$ cat src/rtl/stepper_dekoder_faza.sv
// Stepper coil-phase decoder.
// Samples the observed coil pattern once and debounces it.
// Tracks the phase sequence and maintains a signed step position.
// Flags skipped or illegal phases as faults.
// Optional stall watchdog: define STEPPER_DEKODER_TIMEOUT_EN.
module stepper_dekoder_faza #(
    parameter int          STABLE_CYC  = 4,
    parameter int          LIMIT       = 850,
    parameter logic [31:0] TIMEOUT_CYC = 32'd300_000_000
) (
    input  logic        clk,
    input  logic        rst,
    input  logic [3:0]  faze,
    input  logic        clr_pos,
    output logic [15:0] pozicija,
    output logic        smjer,
    output logic        korak_puls,
    output logic        motor_miruje,
    output logic        na_granici,
    output logic        greska,
    output logic [7:0]  broj_gresaka,
    output logic        zastoj
);

    localparam logic [7:0]         STAB_LAST = 8'(STABLE_CYC - 1);
    localparam logic signed [15:0] LIMIT_S   = 16'(LIMIT);

    typedef enum logic {IDLE = 1'b0, TRACK = 1'b1} state_t;

    // Returns {valid, phase index}; 0000 and illegal codes return valid = 0.
    function automatic logic [2:0] dekodiraj(input logic [3:0] f);
        case (f)
            4'b1100: dekodiraj = 3'b100;
            4'b0110: dekodiraj = 3'b101;
            4'b0011: dekodiraj = 3'b110;
            4'b1001: dekodiraj = 3'b111;
            default: dekodiraj = 3'b000;
        endcase
    endfunction

    state_t              state_q, state_d;
    logic [3:0]          faze_r;
    logic [3:0]          acc_pat;
    logic [7:0]          stab_cnt;
    logic [1:0]          ref_q;
    logic [2:0]          dec;
    logic [1:0]          delta;
    logic                accept;
    logic                step_up, step_dn, fault, ref_ld;
    logic signed [15:0]  poz_q;

    assign dec    = dekodiraj(faze_r);
    assign delta  = dec[1:0] - ref_q;
    // A pattern is accepted once, after it sat in faze_r for STABLE_CYC clocks,
    // and only if it differs from the last accepted one (glitches back to the
    // same pattern therefore do nothing).
    assign accept = (stab_cnt == STAB_LAST) && (faze_r != acc_pat);

    // Input register and stability counter; counter holds at its terminal value.
    always_ff @(posedge clk) begin
        if (rst) begin
            faze_r   <= 4'b0000;
            stab_cnt <= 8'd0;
        end else begin
            faze_r <= faze;
            if (faze != faze_r)
                stab_cnt <= 8'd0;
            else if (stab_cnt != STAB_LAST)
                stab_cnt <= stab_cnt + 8'd1;
        end
    end

    // FSM state register.
    always_ff @(posedge clk) begin
        if (rst) state_q <= IDLE;
        else     state_q <= state_d;
    end

    // Next state and step/fault events for an accepted pattern.
    always_comb begin
        state_d = state_q;
        step_up = 1'b0;
        step_dn = 1'b0;
        fault   = 1'b0;
        ref_ld  = 1'b0;
        if (accept) begin
            if (faze_r == 4'b0000) begin
                state_d = IDLE;
            end else if (!dec[2]) begin
                fault   = 1'b1;
                state_d = IDLE;
            end else if (state_q == IDLE) begin
                ref_ld  = 1'b1;
                state_d = TRACK;
            end else begin
                case (delta)
                    2'd1: begin step_up = 1'b1; ref_ld = 1'b1; end
                    2'd3: begin step_dn = 1'b1; ref_ld = 1'b1; end
                    2'd2: begin fault   = 1'b1; ref_ld = 1'b1; end
                    default: ;
                endcase
            end
        end
    end

    // Position, direction, pulse, reference phase and fault bookkeeping.
    always_ff @(posedge clk) begin
        if (rst) begin
            poz_q        <= 16'sd0;
            smjer        <= 1'b0;
            korak_puls   <= 1'b0;
            greska       <= 1'b0;
            broj_gresaka <= 8'd0;
            ref_q        <= 2'd0;
            acc_pat      <= 4'b0000;
        end else begin
            korak_puls <= step_up | step_dn;
            if (step_up) smjer <= 1'b1;
            if (step_dn) smjer <= 1'b0;
            // clr_pos overrides any step taken in the same clock.
            if (clr_pos)      poz_q <= 16'sd0;
            else if (step_up) poz_q <= poz_q + 16'sd1;
            else if (step_dn) poz_q <= poz_q - 16'sd1;
            if (ref_ld) ref_q   <= dec[1:0];
            if (accept) acc_pat <= faze_r;
            if (fault) begin
                greska <= 1'b1;
                if (broj_gresaka != 8'hFF) broj_gresaka <= broj_gresaka + 8'd1;
            end
        end
    end

`ifdef STEPPER_DEKODER_TIMEOUT_EN
    logic [31:0] tmo_cnt;
    logic        zastoj_q;

    // Stall watchdog: runs in TRACK, restarts on any step or state change.
    always_ff @(posedge clk) begin
        if (rst) begin
            tmo_cnt  <= 32'd0;
            zastoj_q <= 1'b0;
        end else if (step_up || step_dn || (state_d != state_q)) begin
            tmo_cnt  <= 32'd0;
            zastoj_q <= 1'b0;
        end else if (state_q == TRACK) begin
            if (tmo_cnt != TIMEOUT_CYC) tmo_cnt <= tmo_cnt + 32'd1;
            if (tmo_cnt == TIMEOUT_CYC - 32'd1) zastoj_q <= 1'b1;
        end else begin
            tmo_cnt <= 32'd0;
        end
    end
`else
    logic unused_timeout;
    assign unused_timeout = ^TIMEOUT_CYC;
`endif

    // Output decode.
    always_comb begin
        pozicija     = poz_q;
        motor_miruje = (acc_pat == 4'b0000);
        na_granici   = (poz_q == LIMIT_S);
`ifdef STEPPER_DEKODER_TIMEOUT_EN
        zastoj       = zastoj_q;
`else
        zastoj       = 1'b0;
`endif
    end

endmodule

$ cat config.mk
export PLATFORM = sky130hd
export DESIGN_NAME = stepper_dekoder_faza
export DESIGN_NICKNAME = d
export VERILOG_FILES = /design/src/rtl/stepper_dekoder_faza.sv
export SDC_FILE = /design/constraint.sdc
export NUM_CORES = 1
export LEC_CHECK = 0
export ABC_CLOCK_PERIOD_IN_PS = 7400
export CORE_UTILIZATION = 50
export CTS_CLUSTER_DIAMETER = 100
export DETAILED_ROUTE_END_ITERATION = 12
export GPL_TIMING_DRIVEN = 0
export PLACE_DENSITY = 0.74
export SETUP_SLACK_MARGIN = 0.2
export SYNTH_ARGS = -nofsm -noshare
export SYNTH_HDL_FRONTEND = slang
export SYNTH_SLANG_ARGS = --single-unit
export TNS_END_PERCENT = 20
$ cat constraint.sdc
create_clock -name clk -period 7.4 [get_ports clk]
set_input_delay 2.22 -clock clk [delete_from_list [all_inputs] [get_ports clk]]
set_output_delay 2.22 -clock clk [all_outputs]
set_load 0.005 [all_outputs]
==> impl_results.md, run 1 <==
* Min-delay worst type: reg -> reg
* WHS at 0.463 ns
* Final WS setup at 2.99 ns
* Ant. Diodes at 0
* Mean post-synth cell area at 8.17 sq um
* Chain of cells forming the critical path: clkbuf_1 > nor2_1 > and3_1 > a31oi_1 > ha_1 > nor2b_1 > nand4_1 > nand2b_1 > ha_1 > nor2b_1 > o31a_1 > o311ai_1 > a31oi_1 > a211o_1
* Grt ovf at 0
* Area Overhead vs Synth at 19.4%
* Synth top cells by count: dfxtp_1, nand2_1, nor2_1
* Root Driver: clkbuf_8
* Largest net degree at the start of global routing at 17
* Post_cts resized at 0
* YS warnings at 0
* Die Y-Extent at 76.5 um
* Synth Instances at 340
* Via density per instance at 5.43
* Clk buf depth at 2
* Fmax at 0.227 GHz
* Post-synth top area cell: dfxtp_1
* Postcts setup bufs at 0
* Cts bufs inserted at 5
* PD cells at 139 mW/mm^2
* Peak VDD IR at 0.100 mV
* DR pass1 iterations at 4
* Leak at 1.21 nW
* Initial cell density of the core at 53.0%
* Via Count at 2,455
* Register-to-Register Path Depth at 14
* Hold Path Stages at 2
* Multi-input logic area at 0.00176 sq mm
* #FFs+latches synth at 46
* Layout cell share with drive strength beyond 1 at 6.28%
* DP Worst Slack at 3.03 ns
* Std-Cell Core Area at 0.00524 sq mm
* Critical path endpoint category: flip-flop
* Reg area at 921 sq um
* Synthesized cell area at 0.00278 sq mm
* RD Place Congestion at 0.827
* Setup TNS at 0 ns
* Fin crit period at 4.41 ns
* Hold worst-path end: smjer
* Synth unique cells at 53
* EDFF count, synth at 0
* Core Util, Final at 63.3%
* Starting DRT DRC Count at 145
* Kind of critical path: reg -> reg
* Outcome: completed
* Final Routed Wirelength at 5.92 mm
* Slew Viols, Final at 0
* Htree depth at 2
* Fillers at 480
* Layout Skew at 0.00729 ns
* Post-synthesis sequential area ratio at 33.2%
* Crit share post-route at 59.6%
* Die area at 0.00586 sq mm
* Vias in the first global route at 2,352
* Final Hold Viols at 0
* Top-count cell post-synth: dfxtp_1
* Worst-Skew Late Latency at 0.30 ns
* # nets final at 406
* Synth top area share at 33.2%
* Max cap viols at 0
* Number of port buffers at 34
* CP max stage delay at 0.52 ns
* Largest cells by area after synthesis: dfxtp_1, ha_1, xnor2_1, nand2_1, a21oi_1
* R2r startpoint: faze_r[2]
* Normalized max-slew margin at 53.1%
* Worst setup SP type: flip-flop
* Maximum fanout along the worst path at 16
* Clock Pin Slew Worst Setup and Hold Paths at 0.09 ns
* Drt drc at 0
* # hold bufs at CTS at 0
* Syn nets at 365
* # IOs at 37
* Initial antenna violation count at 0
* Hold Startpoint: smjer
* RSZ-0062 raised after global routing: false
* R2R setup slack at 2.99 ns
* Synth Flop Type: dfxtp_1
* # setup viols final at 0
* Final HPWL DP at 4.39 mm
* Antenna Nets Post-Route at 0
* Asr flop ratio synth at 0%
* Arrival time at the worst endpoint at 4.60 ns
* CP required at 7.59 ns
* Die width at 76.5 um
* Sink Count at 46
* Slowest-stage cell, CP: nand2b_1
* Num rows at 26
* First-pass GRT wire length at 10.5 mm
* WL per Instance at 13.1 um
* CTS tree: done
* RR Endpoint: pozicija[12]
* Worst-Margin Slew at 0.704 ns
* Total Routing Usage GR at 21.8%
[state kept, by name (all words and copies together), names as in the netlist, 2 cells and up]
name,cells
pozicija,16
faze_r,4
acc_pat,4
ref_q,2
stab_cnt,8
broj_gresaka,8
[cell type report]
| cell class | count | share of cell area [%] |
|---|---|---|
| Multi-Input combinational cell | 273 | 53.1 |
| Sequential cell | 46 | 27.8 |
| Tap cell | 70 | 2.64 |
| Clock buffer | 6 | 2.19 |
| Timing Repair Buffer | 34 | 10.3 |
| Clock inverter | 2 | 1.13 |
| Inverter | 5 | 0.566 |
| Buffer | 16 | 2.30 |
[layer usage]
layer	global-route usage (%)	vias up	share of wire (%)
met5	0	-	0
met4	7.31	0	1.2
met3	4.31	7	3.0
met2	38.0	37	49
met1	26.7	1114	47
li1	-	1297	-
[logic make-up (layout without fill, tap and decap cells)]
kind of cell	after synthesis	after routing	synth area share (%)
multiplexers	5	5	1.80
XOR/XNOR	28	28	8.83
AND/OR/NAND/NOR	147	147	27.8
flip-flops	46	46	33.2
adder cells (fa/ha/maj)	18	18	8.38
AO/OA/AOI/OAI	74	74	16.4
other	1	1	0.135
buffers and inverters	21	63	3.42
[report_power, final]
part | switching [W] | internal (W)
sequential | 0.000000424 | 0.000249
combinational | 0.0000147 | 0.0000100
clock | 0.0000879 | 0.000101
[critical path: cells and delay by family, from the launching register on]
family,cells,cell delay (ns)
DFF,1,0.31
and+or+nand+nor,6,1.37
AOI/OAI and AO/OA,5,1.50
adders and majority gates,2,0.82
buffers and inverters,1,0.30
[placed cells by master (no fill, tap or decap), types with 5 or more instances in the layout]
master / instances
a31oi_1: 5
nand4_1: 9
dfxtp_1: 46
ha_1: 17
nor3_1: 6
o21ai_1: 5
mux2i_1: 5
nor2b_1: 7
clkdlybuf4s50_1: 34
nor2_1: 31
o21ai_0: 9
and3_1: 5
a21oi_1: 30
nand2_1: 41
inv_1: 5
clkbuf_1: 9
or3_1: 5
clkbuf_8: 5
xor2_1: 9
nand3_1: 16
xnor2_1: 19
[worst max path at each step]
stage                         to      start  slack, ns
finish              pozicija[12]  faze_r[2]       2.99
global route        pozicija[14]  faze_r[2]       2.63
CTS                 pozicija[15]  faze_r[2]       2.98
detailed placement  pozicija[12]  faze_r[2]       3.03
global placement    pozicija[12]  faze_r[2]       3.10
floorplan           pozicija[15]  faze_r[2]       3.74
[through the flow]
step	instances	area, sq um	total power [W]
2_1_floorplan	340	2780	0.000272
3_3_place_gp	444	3210	0.000279
3_5_place_dp	444	3210	0.000280
4_1_cts	452	3320	0.000470
5_1_grt	452	3320	0.000481
6_report	452	3320	0.000462
(Power assumes the default switching activity.)
==> run 2, diff against run 1 <==
ABC_CLOCK_PERIOD_IN_PS = 4100   (was 7400)
clock period = 4.1 ns   (was 7.4 ns; I/O delays follow)
==> impl_results.md, run 2 (synthesis results as in run 1) <==
* Outcome: completed
* Final Routed Wirelength at 6.19 mm
* Starting DRT DRC Count at 121
* Clk buf depth at 2
* Hold Startpoint: smjer
* Largest net degree at the start of global routing at 17
* Register-to-Register Path Depth at 13
* Layout Skew at 0.00974 ns
* Leak at 1.26 nW
* Area Overhead vs Synth at 23.4%
* Fillers at 465
* Setup TNS at 0 ns
* Number of port buffers at 34
* Peak VDD IR at 0.188 mV
* PD cells at 244 mW/mm^2
* Via Count at 2,502
* DR pass1 iterations at 4
* Final HPWL DP at 4.39 mm
* Final WS setup at 0.352 ns
* First-pass GRT wire length at 10.5 mm
* Clock Pin Slew Worst Setup and Hold Paths at 0.09 ns
* CP max stage delay at 0.49 ns
* Layout cell share with drive strength beyond 1 at 11.1%
* Fin crit period at 3.75 ns
* Hold Path Stages at 2
* RSZ-0062 raised after global routing: true
* Worst-Skew Late Latency at 0.30 ns
* Min-delay worst type: reg -> reg
* Die width at 76.5 um
* Slowest-stage cell, CP: or4b_4
* Max cap viols at 0
* Hold worst-path end: smjer
* Most frequent cells in the layout: dfxtp_1, nand2_1, clkdlybuf4s50_1
* Initial antenna violation count at 0
* # setup viols final at 0
* Root Driver: clkbuf_8
* # nets final at 413
* Chain of cells forming the critical path: ha_2 > or4b_4 > nor4_4 > buf_6 > nand4_1 > nand2b_4 > ha_1 > a211oi_2 > o21ai_2 > o211a_1 > o31ai_2 > mux2i_1 > mux2i_1
* Via density per instance at 5.45
* Most frequent CP cell: mux2i_1
* Max reg flops at 16
* CTS tree: done
* Cell family with most CP delay: simple AND/OR/NAND/NOR gates
* Initial cell density of the core at 53.0%
* Antenna Nets Post-Route at 0
* Core Util, Final at 65.5%
* CP required at 4.33 ns
* RR Endpoint: pozicija[15]
* Htree depth at 2
* Arrival time at the worst endpoint at 3.98 ns
* Maximum fanout along the worst path at 13
* Drt drc at 0
* DP Worst Slack at -0.269 ns
* RD Place Congestion at 0.827
* Grt ovf at 0
* Fmax at 0.267 GHz
* Cts bufs inserted at 5
* Die area at 0.00586 sq mm
* Most common cell after layout, fill and taps aside: dfxtp_1
* Worst setup SP type: flip-flop
* Ant. Diodes at 0
* Crit share post-route at 91.4%
* Std-Cell Core Area at 0.00524 sq mm
* CP bufs+invs at 1
* Vias in the first global route at 2,357
* R2r startpoint: stab_cnt[1]
* Final Hold Viols at 0
* Kind of critical path: reg -> reg
* Num rows at 26
* Sink Count at 46
* Die Y-Extent at 76.5 um
* Total Routing Usage GR at 21.8%
* WL per Instance at 13.5 um
* Critical path endpoint category: flip-flop
* R2R setup slack at 0.35 ns
* Slew Viols, Final at 0
* # IOs at 37
## run 2: cell count changes in the layout (fill, tap and decap cells not counted), sizes merged
cell  delta
buf      +7
## run 2: cell type report
class | instances | area (sq um) | share of cell area, %
well taps | 70 | 87.6 | 2.55
multi-input cells | 273 | 1810 | 52.9
flip-flops and latches | 46 | 922 | 26.9
repair buffers | 41 | 393 | 11.5
clock buffers | 6 | 72.6 | 2.12
inverters | 5 | 18.8 | 0.547
clock inverters | 2 | 37.5 | 1.09
plain buffers | 16 | 82.6 | 2.41
## run 2: timing repair
action | CTS | global route
resized for setup | 5 | 11
setup buffers | 0 | 7
pin swaps | 0 | 1
setup endpoints to repair | 8 | 6
hold buffers | 0 | 0
## run 2: worst max-delay path by stage
stage / start / to / cells past startpoint / slack (ns)
2_1_floorplan: faze_r[2] / pozicija[15] / 16 / 0.44
3_3_place_gp: faze_r[2] / pozicija[12] / 14 / -0.20
3_5_place_dp: faze_r[2] / pozicija[12] / 14 / -0.27
4_1_cts: stab_cnt[0] / pozicija[15] / 13 / 0.18
5_1_grt: stab_cnt[1] / pozicija[15] / 13 / 0.16
6_report: stab_cnt[1] / pozicija[15] / 13 / 0.35
## run 2: worst reg2reg max path: stages, from the launching register on
cell,delay (ns)
dfxtp_1,0.39
ha_2,0.24
or4b_4,0.49
nor4_4,0.22
buf_6,0.19
nand4_1,0.14
nand2b_4,0.25
ha_1,0.34
a211oi_2,0.27
o21ai_2,0.14
o211a_1,0.26
o31ai_2,0.30
mux2i_1,0.26
mux2i_1,0.19
## run 2: power breakdown
part	switching, W	internal (W)
sequential	0.000000764	0.000449
combinational	0.0000270	0.0000184
clock	0.000160	0.000182
## run 2: stage by stage
stage / area (sq um) / hold WS [ns] / instances / power, W
detailed placement: 3210 / 0.456 / 444 / 0.000505
finish: 3430 / 0.463 / 459 / 0.000837
global placement: 3210 / 0.457 / 444 / 0.000504
CTS: 3340 / 0.471 / 452 / 0.000848
global route: 3430 / 0.492 / 459 / 0.000869
floorplan: 2780 / 0.453 / 340 / 0.000491
## run 2: metal layers
| layer | vias up | track usage (%) | routed length, um |
|---|---|---|---|
| met5 | - | 0 | 0 |
| met4 | 0 | 7.31 | 66 |
| met3 | 6 | 4.31 | 178 |
| met2 | 44 | 38.0 | 3070 |
| met1 | 1150 | 26.7 | 2870 |
| li1 | 1302 | - | - |
